## src/rtl/evo_evaluator.sv

```systemverilog
// Truth-table evaluator: sweeps every stimulus value into an external circuit, waits for it to
// settle, samples its synchronised output and scores the result against an expected table.
module evo_evaluator #(
  parameter int NUM_INPUTS    = 2,
  parameter int SETTLE_CYCLES = 16,
  parameter int NUM_SAMPLES   = 8
) (
  input  logic                       clk,
  input  logic                       rst_n,
  input  logic                       start,
  input  logic [2**NUM_INPUTS-1:0]   expected,
  output logic [NUM_INPUTS-1:0]      dut_in,
  input  logic                       dut_out,
  output logic                       busy,
  output logic                       done,
  output logic                       pass,
  output logic [NUM_INPUTS:0]        mismatch_count,
  output logic [NUM_INPUTS:0]        unstable_count,
  output logic [2**NUM_INPUTS-1:0]   result_vector
);

  localparam int CMAX = (SETTLE_CYCLES > NUM_SAMPLES) ? SETTLE_CYCLES : NUM_SAMPLES;
  localparam int CW   = $clog2(CMAX + 1);
  localparam logic [CW-1:0]         CNT_ONE    = CW'(1);
  localparam logic [CW-1:0]         CNT_SETTLE = CW'(SETTLE_CYCLES);
  localparam logic [CW-1:0]         CNT_SAMPLE = CW'(NUM_SAMPLES);
  localparam logic [NUM_INPUTS:0]   SCORE_ONE  = (NUM_INPUTS + 1)'(1);
  localparam logic [NUM_INPUTS-1:0] DIN_ONE    = NUM_INPUTS'(1);
  localparam logic [NUM_INPUTS-1:0] DIN_LAST   = {NUM_INPUTS{1'b1}};

  typedef enum logic [2:0] {
    IDLE   = 3'd0,
    SETTLE = 3'd1,
    SAMPLE = 3'd2,
    NEXT   = 3'd3,
    DONE   = 3'd4
  } state_t;

  state_t                    state_r;
  logic [CW-1:0]             cnt_r;
  logic [1:0]                sync_r;
  logic [2**NUM_INPUTS-1:0]  expected_r;
  logic                      first_r;
  logic                      last_r;
  logic                      unstable_r;
  logic                      samp_s;
  logic [NUM_INPUTS:0]       mismatch_next_s;
  logic [NUM_INPUTS:0]       unstable_next_s;

  assign samp_s = sync_r[1];

  // Two-flop synchroniser for the asynchronous circuit output
  always_ff @(posedge clk or negedge rst_n) begin
    if (!rst_n) begin
      sync_r <= 2'b00;
    end else begin
      sync_r <= {sync_r[0], dut_out};
    end
  end

  // Score of the vector currently being retired, so pass can be decided in the same edge
  always_comb begin
    mismatch_next_s = mismatch_count;
    unstable_next_s = unstable_count;
    if (unstable_r) begin
      unstable_next_s = unstable_count + SCORE_ONE;
    end else if (last_r != expected_r[dut_in]) begin
      mismatch_next_s = mismatch_count + SCORE_ONE;
    end else begin
      mismatch_next_s = mismatch_count;
    end
  end

  // Sweep sequencer; every output is a register written only here
  always_ff @(posedge clk or negedge rst_n) begin
    if (!rst_n) begin
      state_r        <= IDLE;
      cnt_r          <= '0;
      expected_r     <= '0;
      first_r        <= 1'b0;
      last_r         <= 1'b0;
      unstable_r     <= 1'b0;
      dut_in         <= '0;
      busy           <= 1'b0;
      done           <= 1'b0;
      pass           <= 1'b0;
      mismatch_count <= '0;
      unstable_count <= '0;
      result_vector  <= '0;
    end else begin
      case (state_r)
        IDLE: begin
          done <= 1'b0;
          if (start) begin
            expected_r     <= expected;
            mismatch_count <= '0;
            unstable_count <= '0;
            result_vector  <= '0;
            pass           <= 1'b0;
            dut_in         <= '0;
            cnt_r          <= CNT_SETTLE;
            busy           <= 1'b1;
            state_r        <= SETTLE;
          end
        end
        SETTLE: begin
          if (cnt_r == CNT_ONE) begin
            cnt_r   <= CNT_SAMPLE;
            state_r <= SAMPLE;
          end else begin
            cnt_r <= cnt_r - CNT_ONE;
          end
        end
        SAMPLE: begin
          last_r <= samp_s;
          // The first sample is the reference every later sample is held against
          if (cnt_r == CNT_SAMPLE) begin
            first_r    <= samp_s;
            unstable_r <= 1'b0;
          end else if (samp_s != first_r) begin
            unstable_r <= 1'b1;
          end
          if (cnt_r == CNT_ONE) begin
            state_r <= NEXT;
          end else begin
            cnt_r <= cnt_r - CNT_ONE;
          end
        end
        NEXT: begin
          result_vector[dut_in] <= last_r;
          mismatch_count        <= mismatch_next_s;
          unstable_count        <= unstable_next_s;
          if (dut_in == DIN_LAST) begin
            done    <= 1'b1;
            pass    <= (mismatch_next_s == '0) && (unstable_next_s == '0);
            state_r <= DONE;
          end else begin
            dut_in  <= dut_in + DIN_ONE;
            cnt_r   <= CNT_SETTLE;
            state_r <= SETTLE;
          end
        end
        DONE: begin
          done    <= 1'b0;
          busy    <= 1'b0;
          state_r <= IDLE;
        end
        default: begin
          done    <= 1'b0;
          busy    <= 1'b0;
          state_r <= IDLE;
        end
      endcase
    end
  end

endmodule

```

## config.mk

```make
export PLATFORM = sky130hd
export DESIGN_NAME = evo_evaluator
export DESIGN_NICKNAME = d
export VERILOG_FILES = /design/src/rtl/evo_evaluator.sv
export SDC_FILE = /design/constraint.sdc
export NUM_CORES = 1
export LEC_CHECK = 0
export CAP_MARGIN = 30
export CORE_MARGIN = 3
export CORE_UTILIZATION = 55
export CTS_BUF_LIST = sky130_fd_sc_hd__clkbuf_16
export DETAILED_ROUTE_END_ITERATION = 7
export GPL_TIMING_DRIVEN = 0
export PLACE_DENSITY = 0.91
export SETUP_SLACK_MARGIN = 0.15
export SYNTH_ARGS = -nofsm -noshare
export SYNTH_HDL_FRONTEND = slang
export SYNTH_SLANG_ARGS = --single-unit
```

## constraint.sdc

```tcl
create_clock -name clk -period 2.65 [get_ports clk]
set_input_delay 0.3975 -clock clk [delete_from_list [all_inputs] [get_ports clk]]
set_output_delay 0.3975 -clock clk [all_outputs]
set_load 0.02 [all_outputs]
```

# Word level (Yosys, flattened, before mapping)
# Index checks and enable logic that the tools add are counted.
# Widths: inputs -> output; s select.
# totals
inputBits	8
latch_bits	0
mem_bits_rw	0
wordCells	91
reg_bits	32
romBits	0
memories	0
# classes
bitwise	2
n_mul	0
n_lt_le_gt_ge	2
addsub	4
n_mux	35
reduce_logical	20
div	0
n_shift	0
n_eq_ne	14
# ops
op	n
$mux 3	8
$mux 5	4
$pmux 5 s4	1
$ne 2x2->1 const B	6
$pmux 3 s2	2
$pmux 3 s4	1
$reduce_and 2->1	6
$logic_not 3->1	3
$reduce_and 3->1	3
$mux 1	8
$pmux 4 s2	1
$add 3x1->3 const B	2
$eq 3x2->1 const B	2
$pmux 1 s2	3
$eq 5x1->1 const B	1
$eq 5x4->1 const B	1
$sub 5x1->5 const B	1
$bwmux 4	1
$mux 2	2
$mux 4	1
$pmux 2 s2	1
$reduce_and 4->1	1
$reduce_bool 2->1	2
$reduce_bool 4->1	1
12 further kinds	15

# Depth between registers and ports, before layout
# depth
depth_word	9
mapped_depth	7

# Least setup slack after synthesis
# OpenSTA, ideal clock, no wires.
# synth_timing
path_kind	register -> register
from	register dut_in[0]
to	register mismatch_count[2]
required_time_ns	2.529
slack_ns	0.705
arrival_time_ns	1.824
path_buffers	0
path_stages_with_launch	6
path_cell_list	dfrtp_1 > mux4_2 > xnor2_2 > nor3b_2 > o21ai_1 > a22o_2
# synth_via
elab_chain_len	6
# synth_rtl
element	line_no	rtl
from (decl)	12	output logic [NUM_INPUTS-1:0] dut_in,
from (signal assigned)	138	dut_in <= dut_in + DIN_ONE;
$bmux 1 s2	67	end else if (last_r != expected_r[dut_in]) begin
$mux 1 (not written as such)	67	
$ne 1x1->1	67	
$mux 3	67	
$mux 3	65	if (unstable_r) begin
$pmux 3 s2	91	case (state_r)
to (signal assigned)	131	mismatch_count <= mismatch_next_s;
to (decl)	17	output logic [NUM_INPUTS:0] mismatch_count,
# No other way between the ends. The select of a mux whose other input is x is not followed.
# A chain may end at the register's enable or synchronous reset.

# Worst setup path after layout
# layout_timing
from	register cnt_r[1]
to	register cnt_r[3]
# layout_via
elab_chain_len	3
elab_cells_between_ends	7
cone_classes	1 x add/sub; 2 x eq/ne; 3 x mux; 1 x reduce/logical
# layout_rtl
element	line_no	rtl
from (decl)	40	logic [CW-1:0] cnt_r;
from (signal assigned)	111	cnt_r <= cnt_r - CNT_ONE;
from (signal assigned)	126	cnt_r <= cnt_r - CNT_ONE;
$sub 5x1->5 or $eq 5x1->1 (tied branches)	-	
$mux 5 (tied with other cells)	123	if (cnt_r == CNT_ONE) begin
$pmux 5 s4 or $reduce_and 4->1 (tied branches)	-	
# Several ways; a longest one is shown, not always the timed one. The select of a mux whose other input is x is not followed.

==> flow_metrics.env <==
export IMPL_outcome="finished, final reports clean"
export IMPL_max_slew_margin_pct=48.8
export IMPL_critPathKind="reg2reg"
export IMPL_drt_iter0_drc=51
export IMPL_synth_cell_area_sq_um=1660
export IMPL_vias=1290
export IMPL_drv_slew=0
export IMPL_cts_buffers=5
export IMPL_syn_area_per_cell_sq_um=10.7
export IMPL_die_area_sq_um=3720
export IMPL_fin_crit_ps=1980
export IMPL_grt_pass1_wl_um=5700
export IMPL_min_period_over_period_pct=74.9
export IMPL_tightest_slew_ps=766
export IMPL_final_core_utilization_pct=73.8
export IMPL_drt_wl_total_um=3480
export IMPL_cts_sinks=32
export IMPL_holdWs_ps=359
export IMPL_min_delay_start="sync_r[0]$_DFF_PN0_"
export IMPL_grt_overflow=0
export IMPL_initial_utilization_pct=58.8
export IMPL_path_cells="inv_1, ha_1, nor4b_2, nand2_1, a32oi_2, a21oi_1, o22a_1"
export IMPL_clockRootBuffer="clkbuf_16"
export IMPL_min_path_type="reg2reg"
export IMPL_r2r_slack_ps=670
export IMPL_p_per_area_nw_per_um2=972
export IMPL_total_power_mw=2.03
export IMPL_async_flop_share_pct=100
export IMPL_dp_hpwl_um=2560
export IMPL_clock_latency_ps=280
export IMPL_ios=23
export IMPL_leakage_nw=0.905
export IMPL_core_sq_um=2830
export IMPL_grt_max_degree=19
export IMPL_grtUsageTotal_pct=22.0
export IMPL_ctsHtreeMaxLevel=2
export IMPL_layout_commonest_cell="dfrtp_1"
export IMPL_syn_instance_count=155
export IMPL_yosys_register_bits=32
export IMPL_cts_setup_buffers=0
export IMPL_yosysWarnings=0
export IMPL_die_width_um=61.0
export IMPL_cp_max_fo=9
export IMPL_setup_viol=0
export IMPL_rr_endpoint="cnt_r[3]$_DFFE_PN0P_"
export IMPL_slowest_stage="a32oi_2"
export IMPL_drv_cap=0
export IMPL_die_h_um=61.0
export IMPL_post_drt_wl_per_cell_um=16.0
export IMPL_rsz0062_at_grt="no"
export IMPL_fin_cells=217
export IMPL_synth_ff_type="dfrtp_1"
export IMPL_antenna_found_initial=0
export IMPL_critical_path_reg2reg_startpoint="cnt_r[1]$_DFFE_PN0P_"
export IMPL_finClkSkew_ps=5.38
export IMPL_drive_gt1_share_pct=14.5
export IMPL_peakVddDrop_mv=0.727
export IMPL_final_cell_mix="32 x dfrtp_1, 22 x clkdlybuf4s50_1, 16 x o21ai_0"
export IMPL_synth_edff_count=0
export IMPL_nNetsFinal=202
export IMPL_fmax_mhz=504
export IMPL_drt_antenna_violating_nets=0
export IMPL_cp_data_required_time_ps=2810
export IMPL_finalHoldViolations=0
export IMPL_drcViolationCount=0
export IMPL_grt_pass1_vias=1270
export IMPL_cts_buffer_depth=2
export IMPL_syn_nets=172
export IMPL_core_rowCount=19
export IMPL_ff2ff_path_depth=7
export IMPL_synth_seq_area_share_pct=48.2
export IMPL_gp_routability_congestion=0.763
export IMPL_areaGrowthSynthToFinish_pct=25.6
export IMPL_cts_clk_slew_worst_paths_ps=50
export IMPL_post_cts_resized=0
export IMPL_firstDrtPassIters=4
export IMPL_netlist_cell_type_count=44
export IMPL_worst_path_buf_inv=1
export IMPL_diodes=0
export IMPL_dp_cells=209
export IMPL_max_stage_delay_ps=420
export IMPL_hold_path_cell_count=0
export IMPL_cts_tree="done"
export IMPL_final_setup_tns_ps=0
export IMPL_via_per_inst=5.94
export IMPL_hold_buffers=0
export IMPL_start_kind="flop"
export IMPL_port_buffers=22
export IMPL_critical_path_top_delay_family="compound AO/OA/AOI/OAI gates"
export IMPL_cp_end_kind="flop"
export IMPL_nFillCells=183
export IMPL_arrival_ps=2140
export IMPL_min_to="sync_r[1]$_DFF_PN0_"
==> power by group <==
group / switching [mW] / leakage, nW / total (mW) / internal [mW]
clock: 0.193 / 0.0710 / 0.533 / 0.340
sequential: 0.139 / 0.402 / 0.758 / 0.619
combinational: 0.392 / 0.432 / 0.740 / 0.347
total: 0.724 / 0.905 / 2.03 / 1.31
==> cell usage after synthesis, types with 2 or more instances <==
cell type	count	share of area [%]
nand3_1	2	0.60
nand3b_1	2	0.90
xnor2_1	2	1.1
a21oi_1	4	1.2
nand2_1	13	2.9
inv_1	8	1.8
ha_1	9	6.8
o31ai_1	2	0.90
dfrtp_1	32	48
clkbuf_1	4	0.90
o21ai_0	16	4.8
or3_1	2	0.75
a32o_1	5	3.0
nand2b_1	5	1.9
mux2_2	6	4.1
nor2b_1	2	0.75
buf_2	2	0.60
xor2_1	2	1.1
nor2_1	12	2.7
==> flip-flops by register name (all words and copies together) (netlist names), 2 cells and up <==
signal          count
expected_r          4
state_r             3
result_vector       4
sync_r              2
cnt_r               5
dut_in              2
mismatch_count      3
unstable_count      3
==> layer usage <==
layer / part of all wire, % / vias up / global-route usage [%]
met5: 0 / - / 0
li1: - / 610 / -
met3: 3.8 / 8 / 5.11
met1: 43 / 639 / 25.6
met4: 2.5 / 0 / 14.6
met2: 51 / 33 / 36.0
==> metrics by stage <==
step	cell area, sq um	setup WS [ps]
floorplan	1660	705
global placement	1920	566
finish	2090	665
detailed placement	1950	502
CTS	2090	680
global route	2090	528
==> worst max path at each step <==
stage	end	depth (start not counted)	slack [ps]	from
final	cnt_r[3]$_DFFE_PN0P_	7	670	cnt_r[1]$_DFFE_PN0P_
after global routing	dut_in[0]$_DFFE_PN0P_	7	530	cnt_r[1]$_DFFE_PN0P_
after CTS	mismatch_count[2]$_DFFE_PN0P_	5	680	dut_in[0]$_DFFE_PN0P_
after detailed placement	result_vector[1]$_DFFE_PN0P_	5	500	start
after global placement	mismatch_count[1]$_DFFE_PN0P_	5	570	start
after floorplan	mismatch_count[2]$_DFFE_PN0P_	5	710	dut_in[0]$_DFFE_PN0P_
==> cells by family after synthesis <==
family / synth area share (%)
AND/OR/NAND/NOR: 16.9
AO/OA/AOI/OAI: 15.7
flip-flops: 48.2
buffers and inverters: 3.31
adder cells (fa/ha/maj): 6.77
multiplexers: 6.02
XOR/XNOR: 3.09
==> cell type report <==
class	count	area, sq um	share of cell area (%)
Multi-Input combinational cell	109	807	38.6
Inverter	8	30.0	1.44
Timing Repair Buffer	23	248	11.9
Clock inverter	3	13.8	0.659
Buffer	6	25.0	1.20
Clock buffer	5	125	5.99
Sequential cell	32	801	38.3
Tap cell	31	38.8	1.86
Note: power is estimated with default switching activity, not from simulation.
